==> src/rtl/decoder_nm_seq.sv <==
// N-to-2^N decoder with a direct (sel-driven) mode and an auto-scan mode
// that walks the one-hot output with a programmable dwell per position.
module decoder_nm_seq #(
  parameter int N       = 3,
  parameter int DWELL_W = 4
) (
  input  logic                 clk,
  input  logic                 rst_n,
  input  logic                 en,
  input  logic                 mode,
  input  logic [N-1:0]         sel,
  input  logic                 sel_valid,
  input  logic [DWELL_W-1:0]   dwell,
  output logic [(1<<N)-1:0]    y,
  output logic                 y_valid,
  output logic [N-1:0]         idx,
  output logic                 wrap
);

  localparam int W = 1 << N;
  localparam logic [W-1:0]       Y_ONE   = W'(1'b1);
  localparam logic [N-1:0]       IDX_ONE = N'(1'b1);
  localparam logic [N-1:0]       IDX_MAX = {N{1'b1}};
  localparam logic [DWELL_W-1:0] CNT_ONE = DWELL_W'(1'b1);

  typedef enum logic [1:0] {
    IDLE   = 2'd0,
    DIRECT = 2'd1,
    SCAN   = 2'd2
  } state_t;

  state_t             state_r, state_s;
  logic [W-1:0]       y_r, y_s;
  logic               y_valid_r, y_valid_s;
  logic [N-1:0]       idx_r, idx_s;
  logic               wrap_r, wrap_s;
  logic [DWELL_W-1:0] cnt_r, cnt_s;

  // Next-state and next-output logic; en low overrides everything.
  always_comb begin
    state_s   = state_r;
    y_s       = y_r;
    y_valid_s = y_valid_r;
    idx_s     = idx_r;
    wrap_s    = 1'b0;
    cnt_s     = cnt_r;
    if (!en) begin
      state_s   = IDLE;
      y_s       = '0;
      y_valid_s = 1'b0;
      idx_s     = '0;
      cnt_s     = '0;
    end else begin
      case (state_r)
        IDLE: begin
          if (mode) begin
            state_s   = SCAN;
            idx_s     = '0;
            y_s       = Y_ONE;
            y_valid_s = 1'b1;
            cnt_s     = dwell;
          end else begin
            state_s   = DIRECT;
          end
        end
        DIRECT: begin
          if (mode) begin
            state_s   = SCAN;
            idx_s     = '0;
            y_s       = Y_ONE;
            y_valid_s = 1'b1;
            cnt_s     = dwell;
          end else if (sel_valid) begin
            y_s       = Y_ONE << sel;
            idx_s     = sel;
            y_valid_s = 1'b1;
          end else begin
            state_s   = DIRECT;
          end
        end
        SCAN: begin
          // Leaving scan keeps the last scan outputs until a new select.
          if (!mode) begin
            state_s = DIRECT;
          end else if (cnt_r == '0) begin
            idx_s   = idx_r + IDX_ONE;
            y_s     = Y_ONE << idx_s;
            wrap_s  = (idx_r == IDX_MAX);
            cnt_s   = dwell;
          end else begin
            cnt_s   = cnt_r - CNT_ONE;
          end
        end
        default: begin
          state_s   = IDLE;
          y_s       = '0;
          y_valid_s = 1'b0;
          idx_s     = '0;
          cnt_s     = '0;
        end
      endcase
    end
  end

  // State and output registers with asynchronous clear.
  always_ff @(posedge clk or negedge rst_n) begin
    if (!rst_n) begin
      state_r   <= IDLE;
      y_r       <= '0;
      y_valid_r <= 1'b0;
      idx_r     <= '0;
      wrap_r    <= 1'b0;
      cnt_r     <= '0;
    end else begin
      state_r   <= state_s;
      y_r       <= y_s;
      y_valid_r <= y_valid_s;
      idx_r     <= idx_s;
      wrap_r    <= wrap_s;
      cnt_r     <= cnt_s;
    end
  end

  assign y       = y_r;
  assign y_valid = y_valid_r;
  assign idx     = idx_r;
  assign wrap    = wrap_r;

endmodule

==> config.mk <==
export PLATFORM = sky130hd
export DESIGN_NAME = decoder_nm_seq
export DESIGN_NICKNAME = d
export VERILOG_FILES = /design/src/rtl/decoder_nm_seq.sv
export SDC_FILE = /design/constraint.sdc
export NUM_CORES = 1
export LEC_CHECK = 0
export ABC_CLOCK_PERIOD_IN_PS = 2800
export BUFFER_PORTS_ARGS = -buffer_cell sky130_fd_sc_hd__buf_4
export CORE_ASPECT_RATIO = 1.4
export CORE_MARGIN = 3
export CORE_UTILIZATION = 59
export CTS_CLUSTER_SIZE = 8
export DETAILED_ROUTE_END_ITERATION = 10
export HOLD_SLACK_MARGIN = 0.05
export PLACE_DENSITY = 0.8
export SYNTH_ARGS = -nofsm -noshare
export SYNTH_HDL_FRONTEND = slang
export SYNTH_SLANG_ARGS = --single-unit
==> constraint.sdc <==
create_clock -name clk -period 2.8 [get_ports clk]
set_input_delay 0.56 -clock clk [delete_from_list [all_inputs] [get_ports clk]]
set_output_delay 0.56 -clock clk [all_outputs]
set_load 0.005 [all_outputs]
* Word level (Yosys, flattened, before mapping)
Index checks and enable logic that the tools add are counted. W data, S select, Z words.
Storage, ports and cells: register bits after elaboration 19, output and inout bits 13, word-level logic and storage cells 62
Operators by class: reduce and logical (&&, ||, !) cells 7, eq/ne operators 11, add/subtract/negate cells 2, shifts and indexed selects 2, mux-type cells 34
Operator list (number):
- $mux W8 | 6
- $pmux W8 S3 | 1
- $mux W3 | 6
- $mux W4 | 4
- $shl A1 B3 Y8 const A | 2
- $ne A3 B3 Y1 const B | 4
- $mux W2 | 5
- $pmux W3 S3 | 1
- $mux W1 | 8
- $ne A4 B4 Y1 const B | 2
- $pmux W4 S2 | 1
- $pmux W2 S3 | 1
- $logic_not A4 Y1 | 1
- $reduce_and A2 Y1 | 2
- $reduce_and A4 Y1 | 1
- $sub A4 B1 Y4 const B | 1
- $add A3 B1 Y3 const B | 1
- $eq A3 B3 Y1 const B | 1
- $ne A3 B2 Y1 const B | 1
- $pmux W1 S3 | 1
- $reduce_and A3 Y1 | 1
- $eq A2 B1 Y1 const B | 1
- $eq A2 B2 Y1 const B | 1
- $logic_not A2 Y1 | 1
- 2 further kinds | 2

* Depth between registers and ports, before layout
Gate-level depths: netlist (run 1).
depth in word-level cells 6, mapped depth 8, gate-level depth less buffers 6

* Least setup slack after synthesis (run 1)
Ideal clock, no wire load.
kind flip-flop to flip-flop, start register cnt_r[0], end register y_r[0] (netlist: y[0]), stages on the path, launching flop included 6, setup time 125 ps, period minus slack after synthesis 1827 ps, setup slack 973 ps, data arrival time 1702 ps, buffers on the path 0, cell sequence dfrtp_1 inv_1 ha_1 or3b_4 a31oi_4 mux2_2
Between the ends: word-level cells in the longest chain between the ends 3
Ends and longest elaborated chain:
- start: declaration | line 37 | logic [DWELL_W-1:0] cnt_r, cnt_s;
- start signal: assignment | line 120 | cnt_r <= cnt_s;
- $logic_not A4 Y1 | line 85 | end else if (cnt_r == '0) begin
- $ne A3 B3 Y1 (no source line)
- $reduce_and A4 Y1 (no source line)
- end signal: assignment | line 116 | y_r <= y_s;
- end: declaration | line 33 | logic [W-1:0] y_r, y_s;
No other way between the ends. A chain may end at the register's enable or synchronous reset.

* Worst setup path after layout (run 1)
start register state_r[0], end register y_r[3] (netlist: y[3])
Between the ends: word-level cells in the longest chain between the ends 3, elaborated cells between the ends (all ways) 10, those cells by class eq/ne: 6; mux: 2; reduce/logical: 2
Ends and longest elaborated chain:
- start: declaration | line 32 | state_t state_r, state_s;
- start signal: assignment | line 115 | state_r <= state_s;
- $eq A2 B1 Y1 (tied with other cells) | line 54 | case (state_r)
- $ne A4 B4 Y1 (no source line) (tied with other cells)
- $reduce_and A4 Y1 (no source line) or $mux W8 (tied branches)
Parallel ways exist; a longest one is shown, timed or not.

==> impl_metrics.env, run 1 <==
export IMPL_syn_nets=166
export IMPL_vias_per_cell=6.16
export IMPL_synth_edf_count=0
export IMPL_regArea_um2=475
export IMPL_max_cap_violations=0
export IMPL_postRouteWirelength_um=2940
export IMPL_skew_ns=0.00396
export IMPL_crit_top_cell="inv_1"
export IMPL_dieHeight_um=62.4
export IMPL_pre_cts_ws_ns=0.801
export IMPL_row_count=19
export IMPL_grt_max_degree=20
export IMPL_grt_ovfl_total=0
export IMPL_synth_async_reset_ratio=1.00
export IMPL_max_slew_margin_rel=0.678
export IMPL_reg2reg_slack_ns=0.76
export IMPL_slowest_delay_ns=0.41
export IMPL_yosys_top_cells_count="dfrtp_1, ha_1, nand2_1"
export IMPL_syn_instance_count=142
export IMPL_syn_avg_cell_area_um2=9.45
export IMPL_hold_viol_final=0
export IMPL_crit_fanout=11
export IMPL_cts_root_buf="clkbuf_4"
export IMPL_die_area_um2=2890
export IMPL_post_cts_buffers=0
export IMPL_netlist_area_um2=1340
export IMPL_worstReg2RegStart="state_r[0]"
export IMPL_crit_path_end_kind="flop"
export IMPL_yosysMostFrequentCell="dfrtp_1"
export IMPL_ys_ff_latch=19
export IMPL_final_nets=189
export IMPL_min_delay_path_class="input port to async pin"
export IMPL_clkTransAtPathRegs_ns=0.11
export IMPL_status="complete, no violations"
export IMPL_cts_max_level=1
export IMPL_r2r_end="y[3]"
export IMPL_nFillCells=153
export IMPL_peakVddDrop_mv=0.278
export IMPL_dpl_instance_area_um2=1530
export IMPL_yosys_area_top_type_share=0.354
export IMPL_worst_slew_pin_slew_ns=0.483
export IMPL_ys_flop_type="dfrtp_1"
export IMPL_port_buffer_count=24
export IMPL_drtAntennaViolNets=0
export IMPL_setup_tns_ns=0
export IMPL_area_growth_pct=15.8
export IMPL_cp_slowest_cell="dfrtp_1"
export IMPL_die_x_um=46.3
export IMPL_n_antenna_cell=0
export IMPL_start_util=0.649
export IMPL_fmax_ghz=0.491
export IMPL_cp_depth=6
export IMPL_period_minus_slack_ns=2.04
export IMPL_vias=1140
export IMPL_worst_endpoint_arrival_ns=2.23
export IMPL_setup_viol=0
export IMPL_cts_buffers=3
export IMPL_finish_utilization=0.751
export IMPL_slew_viol_final=0
export IMPL_fin_crit_sh=0.728
export IMPL_gp_congestion=0.834
export IMPL_grt_use_total=0.231
export IMPL_grt_pass1_vias=1189
export IMPL_worstSkewPairLatency_ns=0.30
export IMPL_yosysTopAreaCell="dfrtp_1"
export IMPL_dpl_hpwl_um=2230
export IMPL_cts_tree="yes"
export IMPL_yosysUniqueCellTypes=35
export IMPL_grt_pass1_wl_um=5170
export IMPL_grt_setup_unrepaired="no"
export IMPL_crit_family="compound AO/OA/AOI/OAI gates"
export IMPL_final_layout_size_suffix_gt1_frac=0.250
export IMPL_multiInputGateArea_um2=806
export IMPL_drt_initial_drc_count=29
export IMPL_fin_area_um2=1550
export IMPL_ys_seq_area_frac=0.354
export IMPL_startpoint_type="flop"
export IMPL_wire_per_inst_um=15.9
export IMPL_firstDrtPassIters=4
export IMPL_synth_area_leaders="dfrtp_1, ha_1, mux2_2"
export IMPL_path_class="flop to flop"
export IMPL_cts_hold_buffers=0
export IMPL_drc=0
export IMPL_clockBufferDepth=2
export IMPL_crit_chain="inv_1 > ha_1 > inv_1 > a31oi_1 > a31oi_4 > mux2_2"
export IMPL_power_mw=0.641
export IMPL_layout_setup_ws_ns=0.763
export IMPL_pwr_density_cell_nw_per_um2=413
export IMPL_path_buf_inv=2
export IMPL_worst_ep_required_time_ns=2.99
export IMPL_synth_warning_count=0
export IMPL_pin_count=25
export IMPL_core_area_um2=2070
export IMPL_clock_sinks=19
export IMPL_leakage_nw=0.727
export IMPL_antenna_found_initial=0
export IMPL_cts_resized=0
export IMPL_worst_r2r_cell_count=6
## cells in the final DEF, fill, tap and decap left out, types with 3 or more instances in the layout
master,count
a21oi_1,7
a22o_1,5
buf_4,25
clkbuf_4,3
dfrtp_1,19
ha_1,12
inv_1,8
mux2_2,9
nand2_1,12
nand2b_1,6
nand3_1,5
nand3b_1,6
nor2_1,9
nor2b_1,4
o21ai_0,5
## how the worst max path moves through the flow
stage	from	endpoint	slack [ns]
2_1_floorplan	cnt_r[0]	y[0]	0.97
3_3_place_gp	state_r[0]	y[1]	0.81
5_1_grt	state_r[0]	y[6]	0.60
3_5_place_dp	state_r[0]	y[3]	0.80
4_1_cts	state_r[0]	y[3]	0.77
6_report	state_r[0]	y[3]	0.76
## registers in the layout, summed over array words and instances, names as in the netlist
signal and count:
cnt_r 4, y_valid 1, y 8, wrap 1
idx 3, state_r 2
## routing by layer
layer,track usage,up-vias,routed length [um]
met2,0.397,29,1560
li1,-,558,-
met4,0.0854,0,56
met3,0.0288,7,119
met1,0.277,546,1210
met5,0,-,0
## where the power goes
group          switching [mW]  internal, mW
Clock                  0.0859        0.0532
Combinational           0.101        0.0898
Sequential             0.0185         0.292
Total                   0.206         0.435
## stage by stage
step           hold slack [ns]  std cells
2_1_floorplan            0.264        142
3_3_place_gp             0.445        181
3_5_place_dp             0.448        181
4_1_cts                  0.118        185
5_1_grt                  0.118        185
6_report                 0.106        185
## cell families after synthesis
kind of cell | Yosys count | share of synthesized area
adders and majority gates | 12 | 0.112
DFF | 19 | 0.354
buffers and inverters | 15 | 0.0448
muxes | 11 | 0.0905
and+or+nand+nor | 52 | 0.212
AOI/OAI and AO/OA | 33 | 0.187
## cell type report
type	count	area share
inverters	8	0.0193
clock buffers	3	0.0145
multi-input cells	108	0.519
clock inverters	1	0.00322
repair buffers	25	0.121
well taps	21	0.0169
flip-flops and latches	19	0.306
(Power assumes the default switching activity.)
==> inputs of run 2 (changes only) <==
==> config.mk (replaced) <==
export PLATFORM = sky130hd
export DESIGN_NAME = decoder_nm_seq
export DESIGN_NICKNAME = d
export VERILOG_FILES = /design/src/rtl/decoder_nm_seq.sv
export SDC_FILE = /design/constraint.sdc
export NUM_CORES = 1
export LEC_CHECK = 0
export ABC_CLOCK_PERIOD_IN_PS = 1740
export BUFFER_PORTS_ARGS = -buffer_cell sky130_fd_sc_hd__buf_4
export CORE_ASPECT_RATIO = 1.4
export CORE_MARGIN = 3
export CORE_UTILIZATION = 49
export CTS_CLUSTER_SIZE = 8
export DETAILED_ROUTE_END_ITERATION = 10
export HOLD_SLACK_MARGIN = 0.05
export PLACE_DENSITY = 0.71
export SYNTH_ARGS = -nofsm -noshare
export SYNTH_HDL_FRONTEND = slang
export SYNTH_SLANG_ARGS = --single-unit
==> constraint.sdc (replaced) <==
create_clock -name clk -period 1.74 [get_ports clk]
set_input_delay 0.348 -clock clk [delete_from_list [all_inputs] [get_ports clk]]
set_output_delay 0.348 -clock clk [all_outputs]
set_load 0.005 [all_outputs]
==> run 2 against run 1 <==
  * The flow now finishes with violations (setup timing)
  * Setup slack worse by 0.82 ns
  * Total power is 85% higher
  * Non-clock buffer count is 24 higher
  * Maximum frequency is 13% higher
  * Worst hold slack better by 0.26 ns
  * Utilization is 1.3 points lower
  * Critical endpoint is now y[5]
==> impl_metrics.env, run 2 (synthesis results as in run 1) <==
export IMPL_pin_count=25
export IMPL_firstDrtPassIters=5
export IMPL_grt_use_met2=0.412
export IMPL_clockBufferDepth=2
export IMPL_min_delay_path_class="input port to flop"
export IMPL_wire_per_inst_um=15.2
export IMPL_slew_viol_final=0
export IMPL_violations="setup timing"
export IMPL_path_class="flop to flop"
export IMPL_final_common_cell="buf_4"
export IMPL_row_count=21
export IMPL_drtAntennaViolNets=0
export IMPL_fin_cells=222
export IMPL_worst_slew_pin_slew_ns=0.454
export IMPL_pwr_density_cell_nw_per_um2=645
export IMPL_drt_initial_drc_count=22
export IMPL_area_growth_pct=37.3
export IMPL_fmax_ghz=0.555
export IMPL_cts_max_level=1
export IMPL_finish_utilization=0.738
export IMPL_die_area_um2=3410
export IMPL_largest_reg_flops=8
export IMPL_clkTransAtPathRegs_ns=0.11
export IMPL_dpl_cell_count=216
export IMPL_core_area_um2=2500
export IMPL_status="finished, violations left"
export IMPL_crit_path_end_kind="flop"
export IMPL_met3_usage=0.0174
export IMPL_max_cap_violations=0
export IMPL_n_antenna_cell=0
export IMPL_dieHeight_um=67.9
export IMPL_antenna_found_initial=0
export IMPL_final_layout_size_suffix_gt1_frac=0.383
export IMPL_worstSkewPairLatency_ns=0.30
export IMPL_cts_buffers=3
export IMPL_port_buffer_count=24
export IMPL_startpoint_type="flop"
export IMPL_grt_ovfl_total=0
export IMPL_final_nets=213
export IMPL_vias_per_cell=5.51
export IMPL_postRouteWirelength_um=3370
export IMPL_die_x_um=50.2
export IMPL_power_mw=1.19
export IMPL_worst_ep_required_time_ns=1.94
export IMPL_grt_pass1_wl_um=5490
export IMPL_setup_viol=8
export IMPL_layout_setup_ws_ns=-0.0617
export IMPL_gr_usage_met1=0.229
export IMPL_period_minus_slack_ns=1.80
export IMPL_clock_sinks=19
export IMPL_peakVddDrop_mv=0.439
export IMPL_leakage_nw=0.878
export IMPL_cts_tree="yes"
export IMPL_skew_ns=0.00165
export IMPL_grt_max_degree=20
export IMPL_dpl_hpwl_um=2490
export IMPL_max_slew_margin_rel=0.697
export IMPL_vias=1223
export IMPL_cts_root_buf="clkbuf_4"
export IMPL_gp_congestion=0.876
export IMPL_grt_setup_unrepaired="yes"
export IMPL_hold_viol_final=0
export IMPL_drc=0
export IMPL_crit_fanout=9
export IMPL_grt_pass1_vias=1263
export IMPL_grt_busiest_layer="met2"
export IMPL_worst_endpoint_arrival_ns=2.00
export IMPL_nFillCells=187
export IMPL_fin_crit_sh=1.04
export IMPL_grt_use_total=0.210
export IMPL_mostFrequentLayoutCells="buf_4, dfrtp_1, nand2_1, ha_1, nor2_1"
export IMPL_start_util=0.537
run 2: layout make-up:
class | count | area [um2] | share of cell area
timing repair buffer | 49 | 387 | 0.210
clock buffer | 3 | 22.5 | 0.0122
inverter | 8 | 30.0 | 0.0163
sequential | 19 | 475 | 0.258
clock inverter | 1 | 5.00 | 0.00272
tap | 34 | 42.5 | 0.0231
multi-input combinational | 108 | 880 | 0.478
run 2: per-stage QoR:
step | hold slack [ns] | instance area (um2) | setup TNS [ns] | setup slack (ns)
6_report | 0.363 | 1840 | -0.384 | -0.0617
3_5_place_dp | 0.237 | 1720 | -0.498 | -0.0670
2_1_floorplan | 0.0524 | 1340 | -0.536 | -0.0670
3_3_place_gp | 0.235 | 1720 | -0.280 | -0.0363
4_1_cts | 0.346 | 1760 | -0.702 | -0.0921
5_1_grt | 0.356 | 1840 | -0.975 | -0.135
run 2: power by group:
part	switching, mW	internal [mW]
logic	0.226	0.247
registers	0.0193	0.471
clock network	0.139	0.0858
run 2: final timing paths:
check	start	end	slack (ns)	cells after the start
max	cnt_r[0]	y[5]	-0.06	6
min	en	y_valid	0.36	2
max reg2reg	cnt_r[0]	y[5]	-0.06	6
min reg2reg	y[1]	y[1]	0.52	1
max in group asynchronous	rst_n	y[1]	1.08	2
min in group asynchronous	rst_n	cnt_r[3]	0.46	2
run 2: timing repair:
action,CTS,global route
cloned,0,0
pin swaps,0,3
setup endpoints to repair,12,17
buffers inserted,0,1
endpoints found under the hold margin,19,0
hold buffers,1,0
gates resized for setup,2,17
run 2: per-layer routing:
layer | up-vias | part of all wire
met3 | 7 | 0.026
met5 | - | 0
met4 | 0 | 0.015
li1 | 605 | -
met1 | 580 | 0.42
met2 | 31 | 0.54
run 2: worst max-delay path: stages, from the launching register on:
cell and delay (ns):
dfrtp_1 0.40, inv_2 0.08, ha_4 0.13, or3b_4 0.40, a31oi_4 0.20, buf_12 0.15
mux2_2 0.33
